<file path="src/rtl/accumulator.sv">
// Streaming accumulator: sums NP consecutive NC-lane signed term vectors
// and presents one registered sum vector per batch on a valid/ready port.
module accumulator #(
    parameter int NP = 5,
    parameter int NC = 6,
    parameter int WV = 4
) (
    input  logic                             iCLK,
    input  logic                             iRST,
    input  logic                             iValid_AS_Term,
    output logic                             oReady_AS_Term,
    input  logic [NC*WV-1:0]                 iData_AS_Term,
    output logic                             oValid_BM_Accum,
    input  logic                             iReady_BM_Accum,
    output logic [NC*($clog2(NP)+1+WV)-1:0]  oData_BM_Accum
);

    localparam int WA = $clog2(NP) + 1 + WV;
    localparam int CW = (NP > 1) ? $clog2(NP) : 1;
    localparam logic [CW-1:0] CNT_LAST = CW'(NP - 1);

    logic [CW-1:0]    cnt_q, cnt_d;
    logic [NC*WA-1:0] acc_q, acc_d;
    logic [NC*WA-1:0] out_q, out_d;
    logic             valid_q, valid_d;
    logic [NC*WA-1:0] sum;
    logic             first, is_last, accept, drain;

    assign first   = (cnt_q == '0);
    assign is_last = (cnt_q == CNT_LAST);
    assign accept  = iValid_AS_Term && oReady_AS_Term;
    assign drain   = valid_q && iReady_BM_Accum;

    // Only the last term of a batch can be blocked by a pending result.
    assign oReady_AS_Term = !(is_last && valid_q && !iReady_BM_Accum);

    for (genvar i = 0; i < NC; i++) begin : g_lane
        logic [WA-1:0] base;
        logic [WA-1:0] ext;
        assign ext  = {{(WA-WV){iData_AS_Term[i*WV+WV-1]}},
                       iData_AS_Term[i*WV +: WV]};
        assign base = first ? '0 : acc_q[i*WA +: WA];
        assign sum[i*WA +: WA] = base + ext;
    end

    always_comb begin
        cnt_d   = cnt_q;
        acc_d   = acc_q;
        out_d   = out_q;
        valid_d = valid_q;
        if (drain) begin
            valid_d = 1'b0;
        end
        if (accept) begin
            if (is_last) begin
                out_d   = sum;
                valid_d = 1'b1;
                cnt_d   = '0;
            end else begin
                acc_d = sum;
                cnt_d = cnt_q + CW'(1);
            end
        end
    end

    always_ff @(posedge iCLK or negedge iRST) begin
        if (!iRST) begin
            cnt_q   <= '0;
            acc_q   <= '0;
            out_q   <= '0;
            valid_q <= 1'b0;
        end else begin
            cnt_q   <= cnt_d;
            acc_q   <= acc_d;
            out_q   <= out_d;
            valid_q <= valid_d;
        end
    end

    assign oValid_BM_Accum = valid_q;
    assign oData_BM_Accum  = out_q;

endmodule
</file>
<file path="config.mk">
export PLATFORM = sky130hd
export DESIGN_NAME = accumulator
export DESIGN_NICKNAME = d
export VERILOG_FILES = /design/src/rtl/accumulator.sv
export SDC_FILE = /design/constraint.sdc
export NUM_CORES = 1
export LEC_CHECK = 0
export ABC_AREA = 0
export CAP_MARGIN = 30
export CORE_MARGIN = 4
export CORE_UTILIZATION = 41
export CTS_CLUSTER_DIAMETER = 120
export DETAILED_ROUTE_END_ITERATION = 16
export PLACE_DENSITY = 0.7
export SYNTH_ARGS = -nofsm -noshare
export SYNTH_HDL_FRONTEND = slang
export SYNTH_SLANG_ARGS = --single-unit
</file>
<file path="constraint.sdc">
create_clock -name iCLK -period 6.6 [get_ports iCLK]
set_clock_uncertainty 0.15 [all_clocks]
set_input_delay 1.32 -clock iCLK [delete_from_list [all_inputs] [get_ports iCLK]]
set_output_delay 1.32 -clock iCLK [all_outputs]
set_load 0.02 [all_outputs]
</file>
Word-level counts from Yosys, hierarchy flattened
Index checks and enable logic that the tools add are counted.

cells by class
  add/subtract/negate cells = 7
  equal/unequal tests = 1
  mux-type cells = 10
  bitwise gates (word level) = 1
  reductions and logical operators = 9

operators by type and width
  operator                                      count
  adder 8 bit                                   6
  2-to-1 mux 8 bit                              6
  logical AND 1 bit                             4
  AND reduction 2 bit                           2
  adder 3 x 1 -> 3 bit (second input constant)  1
  equality test 3 bit (second input constant)   1
  zero test 3 bit                               1
  2-to-1 mux 1 bit                              3
  2-to-1 mux 3 bit                              1
  zero test 1 bit                               2
  NOT 1 bit                                     1

storage, ports and cells
  bits in registers = 100
  input bits = 28
  output and inout port bits = 50
  logic and storage cells = 32

Logic depth before layout (Yosys ltp)
Gate-level depths: netlist of the first run.

  depth in word-level cells = 6
  gate-level depth with buffers = 15
  gate-level depth less buffers = 12

Worst setup path before layout of the first run
OpenSTA, ideal clock, no wires.

  path type = input to output
  start point = input iReady_BM_Accum
  end point = output oReady_AS_Term
  arrival = 1703 ps
  required time = 5130 ps
  path slack = 3427 ps
  stages = 2
  buffers on the path = 0
  cells stage by stage = nor2b_1 -> nand3_1

between the ends
  cells in the longest elaborated chain, start to end = 3

RTL lines
  element            line  text
  start, declared    14    input logic iReady_BM_Accum,
  zero test 1 bit    35    assign oReady_AS_Term = !(is_last && valid_q && !iReady_BM_Accum);
  logical AND 1 bit  35
  zero test 1 bit    35
  end, declared      11    output logic oReady_AS_Term,

No other way between the ends.

Final worst setup path of the first run
Same ends and word-level chain as after synthesis.

==> summary.txt, run 1 <==
period utilisation layout: 0.628
status: complete, no violations
number of flops mapped to enable cells by yosys: 0
Synth top area share: 0.426
Hold Startpoint: acc_q[40]$_DFFE_PN0P_
Cell Count, Final, Fillers Out: 891
row count: 43
Syn Nets: 717
core area: 13900 sq um
number of DRC markers in iteration 0: 243
Initial Util: 0.422
Area Overhead vs Synth: 21.2%
arrival time worst endpoint: 2.68 ns
sequential element share of the synthesized area: 0.426
# fillers: 1265
Buf+Inv Stages, Crit Path: 2
Pins Over Slew Limit: 0
post-route minimum period: 4.15 ns
Achievable Freq: 241 MHz
post-place setup slack: 2.47 ns
FF-to-FF Start: cnt_q[0]$_DFFE_PN0N_
Slowest-stage cell, CP: clkdlybuf4s50_1
# diodes: 0
Root Buffer: clkbuf_16
crit path launch type: primary input
Worst Hold End: acc_q[40]$_DFFE_PN0P_
FF-to-FF path depth: 12
setup TNS: 0 ns
TritonCTS Buffers: 9
vias per inst: 5.17
syn_area_per_cell: 9.20 sq um
CTS tree: yes
Post-DRT Antenna Nets: 0
final hold vios: 0
H-tree depth: 3
RSZ-0062 raised after global routing: false
vias in the first global route: 4893
count leader, synth: nand2_1
maximum fanout along the worst path: 3
Detail Placement HPWL: 9.06 mm
DIE HEIGHT: 128 microns
Sink Count: 100
synth warn: 0
io pins: 78
via count: 4603
cts hold-fix bufs: 0
antenna violations before repair: 0
Yosys top cell by area: dfrtp_1
Worst Setup End Kind: primary output
register bit total from synthesis: 100
number of nets in the layout: 784
CP peak stage delay: 0.56 ns
Clock Path Buffers: 2
DR WL/cell: 14.5 microns
Crit. Startpoint: iReady_BM_Accum
CP Class: primary input to primary output
MaxCap Viol Count: 0
grt ovf: 0
Detailed Routing Iterations Pass 1: 4
Setup Buffers After CTS: 0
Final Util: 0.511
fraction of layout cells with a size suffix above 1: 0.0520
Leak Pwr: 3.35 nW
die area: 16300 sq um
first-pass GRT wire length: 22.5 mm
top cells by count, synth: 169 x nand2_1, 100 x dfrtp_1, 70 x o21ai_0, 44 x ha_1, 38 x and2_1
top post-synthesis cells by area: dfrtp_1 43%, nand2_1 11%, ha_1 9.4%, o21ai_0 6.0%, and2_1 4.0%
Distinct cells, synth: 42
Worst VDD drop: 0.216 mV
Synth Flop Type: dfrtp_1
post-synthesis async set-or-reset flop share: 1.00
delay-heaviest family, CP: buffers and inverters
worst min-delay path category: flop to flop
post-route setup slack: 2.45 ns
WL final: 12.9 mm
Clk Latency, worst-skew pair: 0.35 ns
Synth Instances: 639
r2r setup slk: 2.91 ns
Worst Path Required: 5.13 ns
crit-path most repeated cell: clkdlybuf4s50_1
Worst R2R End: oData_BM_Accum[15]$_DFFE_PN0P_
hold depth: 2
I/O Buffers: 77
largest net degree at the start of global routing: 75
placed insts: 875
drt drc: 0
worst-path cell chain: clkdlybuf4s50_1, nor2b_1, nand3_1, clkdlybuf4s50_1
DIE WIDTH: 128 microns
power per cell area: 526 nW/um^2
worst-margin pin slew: 0.861 ns
clk slew on worst S/H paths: 0.07 ns
Post-Syn Area: 5880 sq um
overall global routing resource usage: 0.168
Slew headroom: 0.423
final setup fails: 0
post-CTS resize count: 0
GPL Wtd Cong: 0.830
Hold Slack: 0.318 ns
## per-stage QoR
stage | power [mW] | area [sq um]
global placement | 3.11 | 6810
detailed placement | 3.20 | 6810
floorplan | 2.57 | 5880
finish | 3.74 | 7120
global route | 4.08 | 7120
CTS | 3.78 | 7120
## worst reg2reg max path, delay by kind of cell (launching register included)
kind	cells	cell delay [ns]
muxes	1	0.27
AOI/OAI and AO/OA	3	0.76
adders and majority gates	2	0.53
xor gates and xnor gates	1	0.27
DFF	1	0.39
buffers and inverters	3	0.57
and+or+nand+nor	2	0.65
## power by group
part / internal [mW] / switching [mW] / total, mW
Combinational: 0.970 / 1.15 / 2.12
Sequential: 0.908 / 0.152 / 1.06
Clock: 0.326 / 0.233 / 0.559
## worst max path at each step
stage	to	slack (ns)	cells after the start
after floorplan	oReady_AS_Term	3.43	2
after global placement	oReady_AS_Term	2.50	4
after detailed placement	oReady_AS_Term	2.47	4
after CTS	oReady_AS_Term	2.45	4
after global routing	oReady_AS_Term	2.41	4
final	oReady_AS_Term	2.45	4
## logic make-up (layout without fill, tap and decap cells)
logic type / after synthesis / after routing / synth area share
flops: 100 / 100 / 0.426
xor+xnor: 30 / 30 / 0.0575
fa+ha+maj: 50 / 50 / 0.114
simple gates: 245 / 245 / 0.181
compound gates: 160 / 160 / 0.171
buf+inv: 43 / 115 / 0.0292
mux: 11 / 11 / 0.0204
## area by class of cell
cell class | count | area [sq um] | share of cell area
multi-input combinational | 496 | 3210 | 0.451
clock inverter | 3 | 43.8 | 0.00615
timing repair buffer | 82 | 806 | 0.113
clock buffer | 13 | 270 | 0.0380
tap | 180 | 225 | 0.0316
inverter | 17 | 63.8 | 0.00896
sequential | 100 | 2500 | 0.351
## cell usage in the layout, fill, tap and decap left out, drive strengths merged, types with 6 or more instances in the layout
cell	n
nor2	15
a21o	10
xnor2	8
clkdlybuf4s50	76
ha	44
nand2	170
inv	17
fa	6
o21ai	74
o31ai	11
a211oi	6
a21oi	24
o21a	16
o211ai	6
dfrtp	100
nor2b	7
clkbuf	13
xor2	17
buf	6
and2	38
mux2i	6
## state kept, by name, indices dropped and copies added (netlist names)
name             cells
oValid_BM_Accum      1
acc_q               48
cnt_q                3
oData_BM_Accum      48
## layer usage
layer | track usage | vias to the layer above | wire length, microns
met3 | 0.0308 | 12 | 522
met4 | 0.0562 | 0 | 194
met1 | 0.213 | 2224 | 5890
met5 | 0 | - | 0
li1 | - | 2304 | -
met2 | 0.292 | 63 | 6320
Power figures use the tool's default switching activity.
==> run 2: changes to the inputs <==
--- a/config.mk
+++ b/config.mk
@@ -11,7 +11,7 @@
 export CORE_UTILIZATION = 41
 export CTS_CLUSTER_DIAMETER = 120
 export DETAILED_ROUTE_END_ITERATION = 16
-export PLACE_DENSITY = 0.7
+export PLACE_DENSITY = 0.73
 export SYNTH_ARGS = -nofsm -noshare
 export SYNTH_HDL_FRONTEND = slang
 export SYNTH_SLANG_ARGS = --single-unit
==> constraint.sdc (replaced) <==
create_clock -name iCLK -period 3.46 [get_ports iCLK]
set_clock_uncertainty 0.15 [all_clocks]
set_input_delay 0.692 -clock iCLK [delete_from_list [all_inputs] [get_ports iCLK]]
set_output_delay 0.692 -clock iCLK [all_outputs]
set_load 0.02 [all_outputs]
==> run 2 against run 1 <==
Sequential share of layout area is 0.20 points lower. Via count is 1.6% higher. Highest routed layer unchanged. First-iteration DRC count is 37% higher. Sequential power is 92% higher. Critical endpoint is now oData_BM_Accum[15]$_DFFE_PN0P_.
==> summary.txt, run 2 (synthesis gave the netlist of run 1 again) <==
core area: 13900 sq um
Setup Buffers After CTS: 0
Detailed Routing Iterations Pass 1: 4
number of DRC markers in iteration 0: 334
post-CTS resize count: 0
period utilisation layout: 0.906
die area: 16300 sq um
CTS tree: yes
DR WL/cell: 14.7 microns
# diodes: 0
status: complete, no violations
# fillers: 1262
Achievable Freq: 319 MHz
Worst VDD drop: 0.330 mV
Worst R2R End: oData_BM_Accum[15]$_DFFE_PN0P_
MaxCap Viol Count: 0
I/O Buffers: 77
Sink Count: 100
setup TNS: 0 ns
crit path launch type: flop
Worst Setup End Kind: flop
via count: 4678
arrival time worst endpoint: 3.22 ns
WL final: 13.1 mm
Pins Over Slew Limit: 0
multi-input logic area: 3210 sq um
commonest non-fill, non-tap cells in the layout: 168 x nand2_1, 100 x dfrtp_1, 76 x clkdlybuf4s50_1, 70 x o21ai_0, 44 x ha_1
Leak Pwr: 3.38 nW
Slew headroom: 0.545
Final Cell Area: 7160 sq um
FF/Latch Area: 2500 sq um
worst-margin pin slew: 0.682 ns
Initial Util: 0.422
Clk Latency, worst-skew pair: 0.35 ns
CP Class: flop to flop
power per cell area: 1000 nW/um^2
FF-to-FF Start: cnt_q[0]$_DFFE_PN0N_
Clock Path Buffers: 2
CP peak stage delay: 0.41 ns
Final Util: 0.514
io pins: 78
Detail Placement HPWL: 9.38 mm
H-tree depth: 3
drt drc: 0
antenna violations before repair: 0
post-route minimum period: 3.14 ns
overall global routing resource usage: 0.170
r2r setup slk: 0.32 ns
Root Buffer: clkbuf_16
maximum fanout along the worst path: 48
fraction of layout cells with a size suffix above 1: 0.0561
DIE HEIGHT: 128 microns
final setup fails: 0
Post-DRT Antenna Nets: 0
number of nets in the layout: 786
largest net degree at the start of global routing: 74
row count: 43
GPL Wtd Cong: 0.806
Slowest-stage cell, CP: dfrtp_1
DIE WIDTH: 128 microns
RSZ-0062 raised after global routing: false
Area Overhead vs Synth: 21.9%
worst-path cell chain: inv_1, ha_1, nand2b_1, buf_12, nand2_1, inv_1, ha_1, a211oi_1, o21ai_2, o31ai_4, xor3_1, mux2_2
most common cell after layout, fill and taps aside: nand2_1
TritonCTS Buffers: 9
vias per inst: 5.24
FF-to-FF path depth: 12
worst min-delay path category: primary input to async pin
first-pass GRT wire length: 22.7 mm
vias in the first global route: 4862
cts hold-fix bufs: 0
Worst Path Required: 3.55 ns
grt ovf: 0
Area after DPL: 6860 sq um
final hold vios: 0
clk slew on worst S/H paths: 0.07 ns
## run 2: how the worst max path moves through the flow
stage	start	end	slack, ns
2_1_floorplan	cnt_q[0]$_DFFE_PN0N_	oData_BM_Accum[15]$_DFFE_PN0P_	0.45
3_3_place_gp	iData_AS_Term[23]	oData_BM_Accum[47]$_DFFE_PN0P_	0.49
3_5_place_dp	cnt_q[0]$_DFFE_PN0N_	oData_BM_Accum[15]$_DFFE_PN0P_	0.36
4_1_cts	cnt_q[0]$_DFFE_PN0N_	oData_BM_Accum[15]$_DFFE_PN0P_	0.34
5_1_grt	cnt_q[0]$_DFFE_PN0N_	oData_BM_Accum[15]$_DFFE_PN0P_	0.14
6_report	cnt_q[0]$_DFFE_PN0N_	oData_BM_Accum[15]$_DFFE_PN0P_	0.32
## run 2: metal layers
metal / GRT usage / vias to the layer above / share of wire
li1: - / 2307 / -
met4: 0.0630 / 0 / 0.018
met3: 0.0317 / 18 / 0.040
met2: 0.291 / 108 / 0.49
met1: 0.216 / 2245 / 0.45
met5: 0 / - / 0
## run 2: critical path, delay by kind of cell, from the launching register on
| family | cells | cell delay (ns) |
|---|---|---|
| muxes | 1 | 0.26 |
| buffers and inverters | 3 | 0.33 |
| and+or+nand+nor | 2 | 0.27 |
| AOI/OAI and AO/OA | 3 | 0.73 |
| xor gates and xnor gates | 1 | 0.25 |
| adders and majority gates | 2 | 0.59 |
| DFF | 1 | 0.41 |
## run 2: per-stage QoR
stage               hold WS, ns  setup slack [ns]  power [mW]  cells
floorplan                 0.246             0.446        4.91    639
global placement          0.299             0.489        5.98    877
detailed placement        0.304             0.355        6.16    877
CTS                       0.221             0.339        7.24    893
global route              0.250             0.137        7.81    893
finish                    0.191             0.325        7.17    893
## run 2: area by class of cell
| class | instances | area share |
|---|---|---|
| multi-input cells | 496 | 0.448 |
| flip-flops and latches | 100 | 0.349 |
| repair buffers | 84 | 0.120 |
| clock buffers | 10 | 0.0334 |
| well taps | 180 | 0.0315 |
| inverters | 17 | 0.00891 |
| clock inverters | 6 | 0.00874 |
## run 2: where the power goes
group	switching (mW)	internal [mW]
Clock	0.451	0.581
Sequential	0.301	1.73
Combinational	2.22	1.88
==> run 3: changes to the inputs <==
--- a/config.mk
+++ b/config.mk
@@ -6,12 +6,13 @@
 export NUM_CORES = 1
 export LEC_CHECK = 0
 export ABC_AREA = 0
-export CAP_MARGIN = 30
+export CAP_MARGIN = 10
 export CORE_MARGIN = 4
 export CORE_UTILIZATION = 41
 export CTS_CLUSTER_DIAMETER = 120
 export DETAILED_ROUTE_END_ITERATION = 16
 export PLACE_DENSITY = 0.73
+export SKIP_CTS_REPAIR_TIMING = 1
 export SYNTH_ARGS = -nofsm -noshare
 export SYNTH_HDL_FRONTEND = slang
 export SYNTH_SLANG_ARGS = --single-unit
==> results of run 3 <==
Final layout, timing and power as in run 2 (identical DEF).
